## src/rtl/sram_arbiter.sv

```systemverilog
// sram_arbiter
// -----------------------------------------------------------------------------
// Shares one single-port SRAM between two requesters: port A, usually the
// processor, and port B, usually a loader or a debug/DMA engine.
//
// Arbitration
// - Grants are registered. A request sampled at a rising edge is granted after
//   that edge.
// - When both ports request at the same edge, round-robin decides the winner.
// - A burst limit applies while the other port is waiting. After MAX_BURST
//   granted cycles the owner is preempted, so neither port starves.
//
// Memory steering is combinational from the grant state. Read data from the
// SRAM goes back to both ports unchanged.
//
// Parameters
//   word_size  data width
//   addr_size  address width
//   MAX_BURST  granted cycles allowed while the other port waits (>= 1)
//   CNT_W      burst counter width; must hold MAX_BURST-1
//
// Ports
//   clk                       rising-edge clock
//   rst                       asynchronous active-low reset
//   req_x/we_x/addr_x/wdata_x per-port request, write enable, address, data
//   gnt_x                     per-port grant (registered state)
//   rdata_x                   per-port read data (copy of mem_dout)
//   mem_addr/mem_din          to the SRAM: address and write data
//   mem_write                 to the SRAM: write strobe
//   mem_dout                  from the SRAM: combinational read data
//   busy                      either port currently owns the memory
// -----------------------------------------------------------------------------
module sram_arbiter #(
  parameter int word_size = 8,
  parameter int addr_size = 8,
  parameter int MAX_BURST = 4,
  parameter int CNT_W     = 3
) (
  input  logic                 clk,
  input  logic                 rst,
  input  logic                 req_a,
  input  logic                 we_a,
  input  logic [addr_size-1:0] addr_a,
  input  logic [word_size-1:0] wdata_a,
  output logic                 gnt_a,
  output logic [word_size-1:0] rdata_a,
  input  logic                 req_b,
  input  logic                 we_b,
  input  logic [addr_size-1:0] addr_b,
  input  logic [word_size-1:0] wdata_b,
  output logic                 gnt_b,
  output logic [word_size-1:0] rdata_b,
  output logic [addr_size-1:0] mem_addr,
  output logic [word_size-1:0] mem_din,
  output logic                 mem_write,
  input  logic [word_size-1:0] mem_dout,
  output logic                 busy
);

  typedef enum logic [1:0] {
    IDLE  = 2'd0,
    OWN_A = 2'd1,
    OWN_B = 2'd2
  } state_t;

  // The owner is preempted once the counter has reached this value while the
  // other port is still waiting.
  localparam logic [CNT_W-1:0] BURST_LAST = CNT_W'(MAX_BURST - 1);

  state_t           r_state;
  state_t           w_state_next;
  // Last owner flag: 0 means A owned last, 1 means B owned last.
  logic             r_last_b;
  logic             w_last_b_next;
  logic [CNT_W-1:0] r_burst_cnt;
  logic [CNT_W-1:0] w_burst_cnt_next;
  logic             w_other_req;

  // ---------------------------------------------------------------------------
  // State register
  // ---------------------------------------------------------------------------
  always_ff @(posedge clk or negedge rst) begin
    if (!rst) begin
      r_state     <= IDLE;
      r_last_b    <= 1'b1;  // port A wins the first tie after reset
      r_burst_cnt <= '0;
    end else begin
      r_state     <= w_state_next;
      r_last_b    <= w_last_b_next;
      r_burst_cnt <= w_burst_cnt_next;
    end
  end

  // ---------------------------------------------------------------------------
  // Next-state logic
  // ---------------------------------------------------------------------------
  always_comb begin
    w_state_next = r_state;
    case (r_state)
      IDLE: begin
        if (req_a && req_b) begin
          w_state_next = r_last_b ? OWN_A : OWN_B;
        end else if (req_a) begin
          w_state_next = OWN_A;
        end else if (req_b) begin
          w_state_next = OWN_B;
        end
      end
      OWN_A: begin
        // When the owner releases, a waiting port takes over directly,
        // without an idle cycle in between.
        if (!req_a) begin
          w_state_next = req_b ? OWN_B : IDLE;
        end else if (req_b && (r_burst_cnt == BURST_LAST)) begin
          w_state_next = OWN_B;
        end
      end
      OWN_B: begin
        if (!req_b) begin
          w_state_next = req_a ? OWN_A : IDLE;
        end else if (req_a && (r_burst_cnt == BURST_LAST)) begin
          w_state_next = OWN_A;
        end
      end
      default: w_state_next = IDLE;
    endcase
  end

  // Request from the port that does not currently own the memory.
  always_comb begin
    w_other_req = 1'b0;
    case (r_state)
      OWN_A:   w_other_req = req_b;
      OWN_B:   w_other_req = req_a;
      default: w_other_req = 1'b0;
    endcase
  end

  // The counter clears on every ownership change. It counts only cycles in
  // which the other port is waiting. It stops at BURST_LAST and never wraps.
  always_comb begin
    w_burst_cnt_next = r_burst_cnt;
    if (w_state_next != r_state) begin
      w_burst_cnt_next = '0;
    end else if (w_other_req && (r_burst_cnt != BURST_LAST)) begin
      w_burst_cnt_next = r_burst_cnt + CNT_W'(1);
    end
  end

  // The last-owner flag is updated only when a port newly enters ownership.
  always_comb begin
    w_last_b_next = r_last_b;
    if (w_state_next != r_state) begin
      if (w_state_next == OWN_A) begin
        w_last_b_next = 1'b0;
      end else if (w_state_next == OWN_B) begin
        w_last_b_next = 1'b1;
      end
    end
  end

  // ---------------------------------------------------------------------------
  // Outputs
  // ---------------------------------------------------------------------------
  assign gnt_a = (r_state == OWN_A);
  assign gnt_b = (r_state == OWN_B);
  assign busy  = gnt_a | gnt_b;

  // Only the owner's signals reach the SRAM. A write enable from the other
  // port is dropped here, so it can never reach memory.
  always_comb begin
    mem_addr  = '0;
    mem_din   = '0;
    mem_write = 1'b0;
    case (r_state)
      OWN_A: begin
        mem_addr  = addr_a;
        mem_din   = wdata_a;
        mem_write = we_a;
      end
      OWN_B: begin
        mem_addr  = addr_b;
        mem_din   = wdata_b;
        mem_write = we_b;
      end
      default: begin
        mem_addr  = '0;
        mem_din   = '0;
        mem_write = 1'b0;
      end
    endcase
  end

  assign rdata_a = mem_dout;
  assign rdata_b = mem_dout;

endmodule

```

## config.mk

```make
export PLATFORM = sky130hd
export DESIGN_NAME = sram_arbiter
export DESIGN_NICKNAME = d
export VERILOG_FILES = /design/src/rtl/sram_arbiter.sv
export SDC_FILE = /design/constraint.sdc
export NUM_CORES = 1
export LEC_CHECK = 0
export BUFFER_PORTS_ARGS = -buffer_cell sky130_fd_sc_hd__buf_2
export CAP_MARGIN = 20
export CORE_UTILIZATION = 40
export CTS_CLUSTER_SIZE = 8
export DETAILED_ROUTE_END_ITERATION = 10
export GPL_TIMING_DRIVEN = 1
export PLACE_DENSITY = 0.9
export SLEW_MARGIN = 20
export SYNTH_ARGS = -nofsm -noshare
export SYNTH_HDL_FRONTEND = slang
export SYNTH_SLANG_ARGS = --single-unit
```

## constraint.sdc

```tcl
create_clock -name clk -period 5.4 [get_ports clk]
set_input_delay 0.27 -clock clk [delete_from_list [all_inputs] [get_ports clk]]
set_output_delay 0.27 -clock clk [all_outputs]
set_load 0.005 [all_outputs]
```

==> results of run 1 <==
worst paths after layout:
path | cells past startpoint | slack [ps] | from | end
worst max-delay path | 10 | 2830 | r_state[0] | r_last_b
max in group asynchronous | 2 | 4790 | rst | r_last_b
min in group clk | 3 | 500 | req_a | r_state[0]
worst max register to register | 10 | 2830 | r_state[0] | r_last_b
worst min-delay path | 2 | 370 | rst | r_burst_cnt[1]
worst min register to register | 2 | 500 | r_last_b | r_last_b
layout by cell type, fill, tap and decap left out, types with 2 or more instances in the layout:
cell,count
nor2b_1,17
a21oi_1,2
nand2_1,4
nor2_1,8
clkbuf_4,3
ha_1,7
buf_2,57
inv_1,5
o21ai_0,2
a22oi_1,19
nand3_1,2
dfrtp_1,5
mux2i_1,2
per-layer routing:
metal	GRT usage	wire length, µm
met1	0.212	839
met2	0.349	1230
met3	0.0374	180
met4	0.123	29
met5	0	0
flip-flops by register name, indices dropped and copies added (netlist names):
register	flops
r_state	2
r_burst_cnt	3
r_last_b	1
power by group through the flow:
| stage | logic [µW] | registers (µW) | clock network (µW) |
|---|---|---|---|
| after floorplan | 297 | 80.4 | 0 |
| after global placement | 370 | 82.5 | 0 |
| after detailed placement | 388 | 84.2 | 0 |
| after CTS | 390 | 83.7 | 48.3 |
| after global routing | 440 | 86.9 | 51.7 |
| final | 390 | 84.7 | 45.6 |
cells by family (layout without fill, tap and decap cells):
group / count (synthesis) / after routing / synth area share
DFF: 6 / 6 / 0.171
buffers and inverters: 27 / 67 / 0.192
and+or+nand+nor: 38 / 38 / 0.243
muxes: 2 / 2 / 0.0226
xor gates and xnor gates: 1 / 1 / 0.00989
AOI/OAI and AO/OA: 30 / 30 / 0.263
adders and majority gates: 7 / 7 / 0.0989
worst reg2reg max path, stage by stage (launching register included):
cell       delay [ps]
dfrtp_1           460
inv_1             120
ha_1              610
nand2_1           200
a21oi_1           160
o211ai_1          140
nand3_1           140
nand2_1            80
ha_1              310
o21ai_0           190
o2bb2ai_1          80
metrics by stage:
stage                     setup slack, ps  hold WS, ps  cell area (µm²)
after detailed placement             2870          104             1050
after CTS                            2870          363             1090
after global placement               3080         96.2             1050
final                                2830          368             1090
after floorplan                      3280        -25.6              886
after global routing                 2560          371             1090
cell type report:
type	count	area, µm²	share of cell area
inverters	5	18.8	0.0172
clock buffers	4	26.3	0.0241
repair buffers	58	295	0.271
flip-flops and latches	6	151	0.139
well taps	27	33.8	0.0310
multi-input cells	78	564	0.518
==> results.json, run 1 <==
{
  "status": "finished, final reports clean",
  "syn_area_per_cell_um2": 7.98,
  "power_frac_seq": 0.163,
  "grt_pass1_wl_um": 3800,
  "path_clk_slew_ps": 50,
  "cts_max_level": 1,
  "yosys.area.top_type": "a22oi_1",
  "synth_edf_count": 0,
  "setup_tns_ps": 0,
  "wl_um": 2280,
  "portBuffers": 57,
  "antenna_found_initial": 0,
  "cts_sinks": 6,
  "max-cap-violations": 0,
  "cp_num_buf_inv": 1,
  "cts_root_buffer": "clkbuf_4",
  "swShare": 0.464,
  "drt_first_pass_iters": 4,
  "yosys_warnings": 0,
  "synth-seq-cells": 6,
  "p_switching_uw": 241,
  "min_path_type": "primary input to asynchronous set/reset pin",
  "cts-hold-fix-buffers": 1,
  "grt_pass1_vias": 898,
  "clockBufferDepth": 2,
  "drc_errors": 0,
  "ys_seq_area_frac": 0.171,
  "cts_made_buffers": 3,
  "maxSlewHeadroom": 0.530,
  "total_power_uw": 520,
  "grt_start_max_net_pins": 23,
  "slowest_delay_ps": 610,
  "viasPerCell": 5.39,
  "synth_top_area_frac": 0.161,
  "critical_path_required_ps": 5560,
  "skew_ps": 12.0,
  "synth_commonest_cells": "19 x a22oi_1, 18 x buf_4, 17 x nor2b_1",
  "rows": 16,
  "grtUsageTotal": 0.197,
  "drv_slew": 0,
  "fmax_mhz": 390,
  "place_hpwl_um": 1810,
  "die_w_um": 49.1,
  "num-nets-final": 205,
  "final.fill_count": 196,
  "final_core_util": 0.539,
  "finalSetupViolations": 0,
  "worstMarginPinSlew_ps": 705,
  "worst_ep_arrival_time_ps": 2730,
  "hold_viol": 0,
  "synth_most_common_cell": "a22oi_1",
  "synth_flop_cell": "dfrtp_1",
  "yosysUniqueCellTypes": 30,
  "post-place-cells": 173,
  "syn_area_um2": 886,
  "overflow": 0,
  "final_layout_size_suffix_gt1_frac": 0.430,
  "critPathTopFamily": "adder cells",
  "num_antenna_cells": 0,
  "wire_per_inst_um": 12.8,
  "drt_iter0_markers": 18,
  "vias": 959,
  "p_int_uw": 279,
  "ant_nets": 0,
  "finalCriticalPeriod_ps": 2570,
  "pwr-share-comb": 0.749,
  "pwr-share-clk": 0.088,
  "start_kind": "flop",
  "area_delta_synth_final_pct": 23.0,
  "die-area_um2": 2410,
  "clock_latency_ps": 250,
  "worstSetupEndpointType": "flop",
  "crit_chain": "inv_1, ha_1, nand2_1, a21oi_1, o211ai_1, nand3_1, nand2_1, ha_1, o21ai_0, o2bb2ai_1",
  "synthCells": 111,
  "yosys-top-cells-area": "a22oi_1 16%, buf_4 15%, dfrtp_1 14%, nor2b_1 12%, ha_1 9.9%",
  "cp_max_fo": 22,
  "peakVddDrop_v": 0.000226,
  "synthArstFlopShare": 1.00,
  "postCtsSetupRepairBufs": 0,
  "power.density_nw_per_um2": 477,
  "tritoncts": "built",
  "critPathKind": "flop to flop",
  "core_area_um2": 2020,
  "slowest_stage": "ha_1",
  "post_cts.resized_instances": 0,
  "start_util": 0.438,
  "p_leak_uw": 0.000560,
  "die_h_um": 49.1,
  "final_cell_count_no_fill": 178,
  "rsz0062_at_grt": "false",
  "io_pins": 82,
  "fin_crit_sh": 0.475,
  "gp_congestion": 0.767,
  "syn-num-nets": 164
}
Note: power is estimated with default switching activity, not from simulation.
==> run 2, diff against run 1 <==
Settings changed: CORE_UTILIZATION 40 to 37, PLACE_DENSITY 0.9 to 0.84.
Clock period 5.4 ns to 2.4 ns, I/O delays scaled along.
==> results.json, run 2 (synthesis gave the netlist of run 1 again) <==
{
  "status": "finished, final reports clean",
  "final.fill_count": 220,
  "worstSetupEndpointType": "flop",
  "grt_pass1_wl_um": 3480,
  "antenna_found_initial": 0,
  "maxSlewHeadroom": 0.552,
  "cp_max_fo": 5,
  "fin_ws_ps": 138,
  "fmax_mhz": 442,
  "final_cell_area_um2": 1120,
  "final_common_cell": "buf_2",
  "ant_nets": 0,
  "max-cap-violations": 0,
  "path_clk_slew_ps": 50,
  "rsz0062_at_grt": "false",
  "min_path_type": "primary input to asynchronous set/reset pin",
  "portBuffers": 57,
  "drv_slew": 0,
  "met1_length_um": 824,
  "final_core_util": 0.500,
  "hold_viol": 0,
  "fin_crit_sh": 0.943,
  "start_kind": "flop",
  "place_area_um2": 1080,
  "grt_start_max_net_pins": 19,
  "start_util": 0.397,
  "viasPerCell": 5.13,
  "wl_met3_um": 136,
  "peakVddDrop_v": 0.000813,
  "core_area_um2": 2230,
  "cts_root_buffer": "clkbuf_4",
  "io_pins": 82,
  "die_w_um": 50.9,
  "p_leak_uw": 0.000576,
  "largest_register_ffs": 3,
  "final_layout_size_suffix_gt1_frac": 0.448,
  "crit_chain": "ha_1, ha_1, nand2b_1, a32o_1, a221oi_2, nor2_1, ha_1, o21ai_1, o2bb2ai_1",
  "skew_ps": 10.5,
  "total_power_uw": 1210,
  "worstMarginPinSlew_ps": 671,
  "dp_worst_setup_slack_ps": 65.8,
  "largestRegisters": "r_burst_cnt: 3 flops, r_state: 2 flops, r_last_b: 1 flops",
  "clock_latency_ps": 250,
  "slowest_stage": "dfrtp_1",
  "clockBufferDepth": 2,
  "wl_um": 2100,
  "tritoncts": "built",
  "top_layer_used": "met4",
  "drt_first_pass_iters": 4,
  "setup_tns_ps": 0,
  "cts_max_level": 1,
  "grt_pass1_vias": 868,
  "wire_per_inst_um": 11.6,
  "finalSetupViolations": 0,
  "num-nets-final": 208,
  "place_hpwl_um": 1700,
  "slowest_delay_ps": 390,
  "drt_iter0_markers": 17,
  "gp_congestion": 0.848,
  "drc_errors": 0,
  "worst_path_most_repeated_cell": "ha_1",
  "die-area_um2": 2590,
  "critical_path_required_ps": 2570,
  "area_delta_synth_final_pct": 26.1,
  "vias": 934,
  "cts_sinks": 6,
  "cts_made_buffers": 3,
  "cp_num_buf_inv": 0,
  "largest-register": "r_burst_cnt",
  "worst_ep_arrival_time_ps": 2430,
  "die_h_um": 50.9,
  "rows": 17,
  "route.met2.wl_um": 1100,
  "grtUsageTotal": 0.175,
  "final_cell_mix": "57 x buf_2, 19 x a22oi_1, 17 x nor2b_1",
  "power.density_nw_per_um2": 1080,
  "num_antenna_cells": 0,
  "finalCriticalPeriod_ps": 2260,
  "critPathTopFamily": "adder cells",
  "overflow": 0,
  "critPathKind": "flop to flop"
}
## run 2: power breakdown
part / internal, µW / switching, µW / total, µW
sequential: 146 / 45.3 / 192
clock: 63.1 / 38.1 / 101
combinational: 447 / 469 / 917
## run 2: metal layers
metal | up-vias | global-route usage
met5 | - | 0
met4 | 0 | 0.102
met3 | 6 | 0.0268
met2 | 37 | 0.333
met1 | 424 | 0.176
li1 | 467 | -
## run 2: final cells by class
type / count / area, µm² / area share
multi-input cells: 78 / 568 / 0.508
repair buffers: 61 / 318 / 0.284
flip-flops and latches: 6 / 151 / 0.135
well taps: 28 / 35.0 / 0.0314
clock buffers: 4 / 26.3 / 0.0235
inverters: 5 / 18.8 / 0.0168
## run 2: path summary, 6_finish.rpt
kind                       slack (ps)  cells past startpoint              to            from
setup / recovery                  140                      9        r_last_b  r_burst_cnt[0]
hold / removal                    220                      2  r_burst_cnt[2]             rst
setup reg to reg                  140                      9        r_last_b  r_burst_cnt[0]
hold reg to reg                   520                      2        r_last_b        r_last_b
max in group asynchronous        1950                      2        r_last_b             rst
min in group clk                  240                      0      rdata_a[6]     mem_dout[6]
## run 2: per-stage QoR
step           instances  hold slack [ps]
2_1_floorplan        111             -176
3_3_place_gp         177            -56.8
3_5_place_dp         177            -56.9
4_1_cts              182              209
5_1_grt              182              228
6_report             182              224
## run 2: timing repair
item                                    CTS  global route
endpoints found under the setup margin    0             1
setup buffers                             0             0
resized for setup                         0             2
hold endpoints to repair                  6             0
hold buffers                              1             0
## run 2: worst register-to-register path: stages, from the launching register on
cell       delay (ps)
dfrtp_1           390
ha_1              210
ha_1              220
nand2b_1          160
a32o_1            210
a221oi_2          300
nor2_1            100
ha_1              330
o21ai_1           170
o2bb2ai_1          80
